<file path="src/rtl/mult_arbiter.sv">
// mult_arbiter: two-requester round-robin arbiter and sequencer for a shared
// shift-add multiplier datapath. It grants one requester, pulses load, runs
// n add/shift cycles steered by the multiplier LSB (Q0), then pulses done.
module mult_arbiter #(
    parameter int n = 4
) (
    input  logic       clock,
    input  logic       reset,
    input  logic [1:0] req,
    input  logic       Q0,
    output logic [1:0] gnt,
    output logic       sel,
    output logic       load,
    output logic       add_shift,
    output logic       shift,
    output logic [1:0] done,
    output logic       busy
);

    localparam int CW = $clog2(n + 1);

    typedef enum logic [1:0] {
        IDLE,
        LOAD,
        RUN,
        DONE
    } state_t;

    state_t         r_state;
    logic [CW-1:0]  r_cnt;
    logic [1:0]     r_gnt;
    logic           r_sel;
    logic           r_last;
    logic           r_load;
    logic           r_run;
    logic [1:0]     r_done;
    logic           r_busy;
    logic           w_win;

    // Round-robin winner: a lone request wins outright, a tie goes to the
    // requester that was not served last.
    always_comb begin
        w_win = 1'b0;
        case (req)
            2'b01:   w_win = 1'b0;
            2'b10:   w_win = 1'b1;
            2'b11:   w_win = ~r_last;
            default: w_win = 1'b0;
        endcase
    end

    // Sequencer: state, bit counter, grant and registered control outputs.
    always_ff @(posedge clock or posedge reset) begin
        if (reset) begin
            r_state <= IDLE;
            r_cnt   <= '0;
            r_gnt   <= '0;
            r_sel   <= 1'b0;
            r_last  <= 1'b1;
            r_load  <= 1'b0;
            r_run   <= 1'b0;
            r_done  <= '0;
            r_busy  <= 1'b0;
        end else begin
            case (r_state)
                IDLE: begin
                    if (req != 2'b00) begin
                        r_state <= LOAD;
                        r_gnt   <= {w_win, ~w_win};
                        r_sel   <= w_win;
                        r_load  <= 1'b1;
                        r_busy  <= 1'b1;
                    end
                end
                LOAD: begin
                    r_state <= RUN;
                    r_cnt   <= CW'(n);
                    r_load  <= 1'b0;
                    r_run   <= 1'b1;
                end
                RUN: begin
                    r_cnt <= r_cnt - 1'b1;
                    if (r_cnt == CW'(1)) begin
                        r_state <= DONE;
                        r_run   <= 1'b0;
                        r_done  <= r_gnt;
                    end
                end
                DONE: begin
                    r_state <= IDLE;
                    r_last  <= r_sel;
                    r_gnt   <= '0;
                    r_sel   <= 1'b0;
                    r_done  <= '0;
                    r_busy  <= 1'b0;
                end
                default: r_state <= IDLE;
            endcase
        end
    end

    // Q0 only matters while running; exactly one of add_shift/shift is high.
    assign add_shift = r_run & Q0;
    assign shift     = r_run & ~Q0;
    assign load      = r_load;
    assign done      = r_done;
    assign busy      = r_busy;
    assign gnt       = r_gnt;
    assign sel       = r_sel;

endmodule

</file>
<file path="config.mk">
export PLATFORM = sky130hd
export DESIGN_NAME = mult_arbiter
export DESIGN_NICKNAME = d
export VERILOG_FILES = /design/src/rtl/mult_arbiter.sv
export SDC_FILE = /design/constraint.sdc
export NUM_CORES = 1
export LEC_CHECK = 0
export CELL_PAD_IN_SITES_DETAIL_PLACEMENT = 1
export CELL_PAD_IN_SITES_GLOBAL_PLACEMENT = 1
export CORE_UTILIZATION = 41
export DETAILED_ROUTE_END_ITERATION = 7
export MAX_ROUTING_LAYER = met4
export PLACE_DENSITY_LB_ADDON = 0.1
export SETUP_SLACK_MARGIN = 0.2
export SLEW_MARGIN = 25
export SYNTH_ARGS = -nofsm -noshare
export SYNTH_HDL_FRONTEND = slang
export SYNTH_SLANG_ARGS = --single-unit
</file>
<file path="constraint.sdc">
create_clock -name clock -period 2.25 [get_ports clock]
set_input_delay 0.225 -clock clock [delete_from_list [all_inputs] [get_ports clock]]
set_output_delay 0.225 -clock clock [all_outputs]
set_load 0.05 [all_outputs]
</file>
==> results of run 1 <==
[kinds of logic after synthesis]
group                      count (synthesis)  synth area share (%)
muxes                                      3                  5.03
buffers and inverters                      9                  5.38
and+or+nand+nor                           20                  16.7
DFF                                       13                  45.3
adders and majority gates                  7                  12.2
AOI/OAI and AO/OA                         15                  15.5
[through the flow]
stage                     cell area, sq um  utilization (%)
after floorplan                        721                -
after global placement                 858             54.4
after detailed placement               858             54.4
after CTS                              885             56.1
after global routing                   885             56.1
final                                  885             56.1
[layout make-up]
cell class,instances,area share [%]
clock buffer,4,2.97
timing repair buffer,13,14.7
tap,16,2.26
inverter,7,2.97
sequential,13,36.9
multi-input combinational,45,40.2
[final timing paths]
kind / cells past startpoint / slack, ns / endpoint
setup / recovery: 3 / 0.42 / add_shift
hold / removal: 2 / 0.27 / r_run
setup reg to reg: 5 / 0.70 / r_state[1]
hold reg to reg: 1 / 0.50 / busy
max in group asynchronous: 2 / 1.62 / r_last
min in group clock: 1 / 0.50 / busy
[power by group]
| group | switching, uW | internal, uW |
|---|---|---|
| combinational | 451 | 327 |
| clock | 76.0 | 68.8 |
| sequential | 68.0 | 328 |
| total | 595 | 724 |
[sequential cells by signal, summed over array words and instances (netlist names)]
| signal | count |
|---|---|
| r_last | 1 |
| load | 1 |
| done | 2 |
| r_run | 1 |
| gnt | 2 |
| busy | 1 |
| r_cnt | 3 |
| r_state | 2 |
[synth_stat cells]
| library cell | n | area, sq um |
|---|---|---|
| dfrtp_1 | 12 | 300 |
| nor2_1 | 3 | 11.3 |
| nor3b_2 | 1 | 12.5 |
| dfstp_2 | 1 | 26.3 |
| nand2_1 | 4 | 15.0 |
| a21oi_1 | 3 | 15.0 |
| inv_1 | 7 | 26.3 |
| nand2b_1 | 2 | 12.5 |
| or2_1 | 1 | 6.26 |
| o22ai_1 | 1 | 6.26 |
| and2_1 | 1 | 6.26 |
| mux2_4 | 1 | 15.0 |
| o21ai_2 | 1 | 8.76 |
| o21ai_0 | 1 | 5.00 |
| and3b_1 | 1 | 8.76 |
| or3b_4 | 1 | 11.3 |
| nand3_1 | 2 | 10.0 |
| mux2i_1 | 1 | 10.0 |
| buf_4 | 1 | 7.51 |
| buf_2 | 1 | 5.00 |
| o21ai_1 | 2 | 10.0 |
| o32a_1 | 1 | 10.0 |
| ha_1 | 7 | 87.6 |
| a21oi_2 | 1 | 8.76 |
| a22o_1 | 2 | 17.5 |
| nand3b_1 | 1 | 7.51 |
| a22oi_1 | 1 | 7.51 |
| nor2b_1 | 3 | 18.8 |
| a32o_2 | 2 | 22.5 |
| mux2_2 | 1 | 11.3 |
[layer usage]
metal / GRT usage (%) / vias to the layer above
met5: - / -
met3: 3.75 / 4
met2: 28.7 / 16
met1: 25.3 / 258
met4: 12.7 / 0
li1: - / 261
[worst register-to-register path, cell delays in order, from the launching register on]
cell and delay [ns]:
dfrtp_1 0.42, inv_1 0.13, ha_1 0.24, nor3b_2 0.26, a21oi_2 0.08, mux2_4 0.31
==> key figures, run 1 <==
Placement
  – Place WS: 0.420 ns
  – Port Buffer Count: 13
  – Placed cells: 94
  – GPL Wtd Cong: 0.732
  – DP HPWL: 1080 microns

Power and ir drop
  – Static Leak: 0.000407 uW
  – PnR Total Power: 1320 uW
  – Peak VDD IR: 0.743 mV
  – Pwr dens: 1490 nW/um^2

Timing
  – RSZ-0062 raised after global routing: false
  – Worst hold slack: 0.270 ns
  – Fmax: 0.546 GHz
  – Final Setup Violations: 0
  – Setup ws final: 0.419 ns
  – Fin crit period: 1.83 ns
  – Rel. slew slack: 65.4%
  – Fin. max-slew vios: 0
  – Fin crit share: 81.4%
  – Endpoints failing hold: 0
  – Setup tns final: 0 ns
  – Worst Skew: 0.00168 ns
  – Worst Tran Pin Value: 0.517 ns

Floorplanning
  – Die area: 1930 sq um
  – Core area: 1580 sq um
  – Die height: 43.9 microns
  – # IOs: 14
  – Initial core utilization: 45.7%
  – # rows: 14
  – Die X-Extent: 43.9 microns

Global route
  – Grt ovf: 0
  – Largest net degree at the start of global routing: 14
  – Number of global-route vias before repair: 555
  – Initial antenna violation count: 0
  – First-pass GRT wire length: 2570 microns
  – GRT Overall Usage: 19.8%

Final layout
  – Layout cells sized above 1: 14.6%
  – Non-filler cells, final: 98
  – # diodes: 0
  – Most common cell after layout, fill and taps aside: clkdlybuf4s50_1
  – Final net count: 95
  – Area taken by multi-input logic gates: 355 sq um
  – Sequential Area: 327 sq um
  – Commonest non-fill, non-tap cells in the layout: 13 x clkdlybuf4s50_1, 12 x dfrtp_1, 7 x inv_1, 7 x ha_1, 4 x nand2_1
  – Fillers: 176
  – Syn-to-layout area delta: 22.7%

Drt
  – Met1 wire length: 713 microns
  – Vias: 539
  – WL met3: 52 microns
  – DRT Pass-1 Iters: 6
  – Antenna-violating nets left: 0
  – DRT Wirelength: 1440 microns
  – Top Metal Used: met4
  – Routed WL per cell: 14.7 microns
  – Remaining DRCs: 0
  – Vias per cell: 5.50
  – Wire length on met2: 639 microns
  – DR iter-0 viols: 6

Synthesis
  – Yosys reg bits: 13
  – Syn_area_per_cell: 10.8 sq um
  – YS warnings: 0
  – Cell Area, Synth: 721 sq um
  – Synth Instances: 67
  – Syn nets: 79
  – Unique masters post-synth: 30
  – Register area share after synthesis: 45.3%

Worst setup path
  – Cell chain of the critical path: clkdlybuf4s50_1 > and2_1 > clkdlybuf4s50_1
  – Crit end category: output pin
  – Launch point of the worst reg-to-reg path: r_state[0]
  – Top delay family on crit path: buffers and inverters
  – Crit path top cell by count: clkdlybuf4s50_1
  – Critical path arrival: 1.61 ns
  – CP max-delay cell: clkdlybuf4s50_1
  – Crit Path Class: primary input to output pin
  – Worst Path Max Fanout: 2
  – Worst Path Buf+Inv: 2
  – Critical path launch point type: primary input
  – WP data required: 2.03 ns
  – Critical path startpoint: Q0
  – Worst path max stage delay: 0.79 ns

Clocking
  – H-tree depth: 1
  – Postcts setup bufs: 0
  – CTS root buffer: clkbuf_4
  – CTS tree: yes
  – PostCTS Resize Cnt: 0
  – Worst-skew pair later-pin latency: 0.27 ns
  – Total CTS buffers: 3
  – Hold Buf Count CTS: 0
  – Clk slew on worst S/H paths: 0.08 ns
  – Clk buf depth: 2
  – # clock sinks: 13

Worst hold path
  – Worst Hold Class: primary input to async pin

Status
  – Status: finished clean

Flow run
  – Max Cap Viol: 0
Note: power is estimated with default switching activity, not from simulation.
==> run 2: changes to the inputs <==
--- a/config.mk
+++ b/config.mk
@@ -7,7 +7,7 @@
 export LEC_CHECK = 0
 export CELL_PAD_IN_SITES_DETAIL_PLACEMENT = 1
 export CELL_PAD_IN_SITES_GLOBAL_PLACEMENT = 1
-export CORE_UTILIZATION = 41
+export CORE_UTILIZATION = 34
 export DETAILED_ROUTE_END_ITERATION = 7
 export MAX_ROUTING_LAYER = met4
 export PLACE_DENSITY_LB_ADDON = 0.1
==> constraint.sdc (replaced) <==
create_clock -name clock -period 1.55 [get_ports clock]
set_input_delay 0.155 -clock clock [delete_from_list [all_inputs] [get_ports clock]]
set_output_delay 0.155 -clock clock [all_outputs]
set_load 0.05 [all_outputs]
==> run 2 against run 1 <==
  * Register-to-register slack got worse by 0.55 ns
  * Worst hold slack got worse by 0.063 ns
  * Combinational power increased by 85%
  * Critical endpoint is now r_state[1]
  * Non-clock buffer count increased by 7
  * Die area increased by 20%
  * Worst setup slack got worse by 0.27 ns
  * Cell count increased by 18%
  * Via count increased by 3.9%
  * Critical path type is now register to register
  * Wire length increased by 15%
==> key figures, run 2 (synthesis results as in run 1) <==
Status
  – Status: finished clean

Placement
  – Port Buffer Count: 13
  – GPL Wtd Cong: 0.756
  – DP HPWL: 1160 microns

Power and ir drop
  – PnR Total Power: 2230 uW
  – Peak VDD IR: 0.890 mV
  – Static Leak: 0.000465 uW
  – Pwr dens: 2240 nW/um^2

Drt
  – DRT Pass-1 Iters: 4
  – Routed WL per cell: 14.3 microns
  – DR iter-0 viols: 5
  – Vias per cell: 4.83
  – Remaining DRCs: 0
  – Antenna-violating nets left: 0
  – DRT Wirelength: 1660 microns
  – Vias: 560

Clocking
  – Worst-skew pair later-pin latency: 0.28 ns
  – H-tree depth: 1
  – CTS tree: yes
  – # clock sinks: 13
  – Total CTS buffers: 3
  – Hold Buf Count CTS: 0
  – Clk slew on worst S/H paths: 0.09 ns
  – CTS root buffer: clkbuf_4
  – Clk buf depth: 2

Timing
  – Fmax: 0.713 GHz
  – Endpoints failing hold: 0
  – Rel. slew slack: 64.6%
  – Fin crit share: 90.5%
  – Fin crit period: 1.40 ns
  – Fin. max-slew vios: 0
  – RSZ-0062 raised after global routing: true
  – Final Setup Violations: 0
  – Worst Skew: 0.00341 ns
  – Setup tns final: 0 ns
  – Worst Tran Pin Value: 0.530 ns

Worst setup path
  – WP data required: 1.72 ns
  – Crit end category: register
  – Critical path arrival: 1.57 ns
  – Crit Path Class: register to register
  – Critical path launch point type: register
  – Worst Path Max Fanout: 4

Floorplanning
  – # IOs: 14
  – Die height: 48.0 microns
  – Die area: 2310 sq um
  – # rows: 16
  – Core area: 1980 sq um
  – Die X-Extent: 48.0 microns
  – Initial core utilization: 36.4%

Final layout
  – Commonest non-fill, non-tap cells in the layout: 14 x buf_4, 11 x dfrtp_1, 5 x inv_1, 4 x ha_1, 4 x clkdlybuf4s50_1
  – Fillers: 212
  – Most common cell after layout, fill and taps aside: buf_4
  – Max FFs per register: 3
  – Area taken by multi-input logic gates: 394 sq um
  – Largest reg by FF count: r_cnt
  – Layout cells sized above 1: 41.6%
  – Syn-to-layout area delta: 38.0%
  – Sequential Area: 328 sq um
  – # diodes: 0
  – Final net count: 102

Global route
  – Met3 usage: 6.79%
  – Grt ovf: 0
  – Initial antenna violation count: 0
  – Met1 Resource Use GR: 20.6%
  – Largest net degree at the start of global routing: 14
  – GRT Overall Usage: 17.1%
  – First-pass GRT wire length: 2560 microns
  – Number of global-route vias before repair: 559
  – Grt peak-use layer: met2
  – M2 GR Usage: 27.8%

Flow run
  – Max Cap Viol: 0

Worst hold path
  – Worst Hold Class: primary input to async pin
[run 2: final cells by class]
class / instances / area share [%]
tap: 27 / 3.40
multi-input combinational: 45 / 39.6
clock buffer: 3 / 2.26
timing repair buffer: 20 / 18.6
inverter: 7 / 2.64
sequential: 13 / 33.0
clock inverter: 1 / 0.503
[run 2: report_power, final]
group	switching (uW)	internal, uW	leakage [uW]
sequential	97.2	479	0.000156
combinational	756	683	0.000291
clock	118	95.6	0.0000177
total	972	1260	0.000465
[run 2: what timing repair did]
item / in CTS / in global routing
gates resized for setup: 3 / 4
buffers inserted: 6 / 1
pin swaps: 1 / 2
endpoints found under the setup margin: 9 / 7
[run 2: routing by layer]
metal | wire length, microns | part of all wire, %
met2 | 877 | 53
met4 | 0 | 0
met3 | 65 | 3.9
met5 | 0 | 0
met1 | 715 | 43
[run 2: critical path: stages, from the launching register on]
cell,delay (ns)
dfrtp_2,0.42
inv_2,0.07
ha_4,0.16
nor3b_4,0.15
a21oi_2,0.17
mux2_4,0.32
[run 2: final timing paths]
| path | start | to | slack (ns) | cells past startpoint |
|---|---|---|---|---|
| max | r_state[1] | r_state[1] | 0.15 | 5 |
| min | reset | load | 0.21 | 2 |
| max reg2reg | r_state[1] | r_state[1] | 0.15 | 5 |
| min reg2reg | r_run | r_run | 0.52 | 2 |
| max in group asynchronous | reset | r_state[1] | 0.97 | 2 |
| min in group clock | r_run | r_run | 0.52 | 2 |
[run 2: stage by stage]
stage | hold WS (ns) | area [sq um] | worst slack (ns) | instances | util (%)
floorplan | 0.0312 | 736 | 0.211 | 67 | -
global placement | 0.486 | 883 | 0.117 | 105 | 44.6
detailed placement | 0.496 | 883 | 0.0805 | 105 | 44.6
CTS | 0.214 | 971 | 0.156 | 115 | 49.0
global route | 0.283 | 995 | 0.103 | 116 | 50.2
finish | 0.207 | 995 | 0.147 | 116 | 50.2
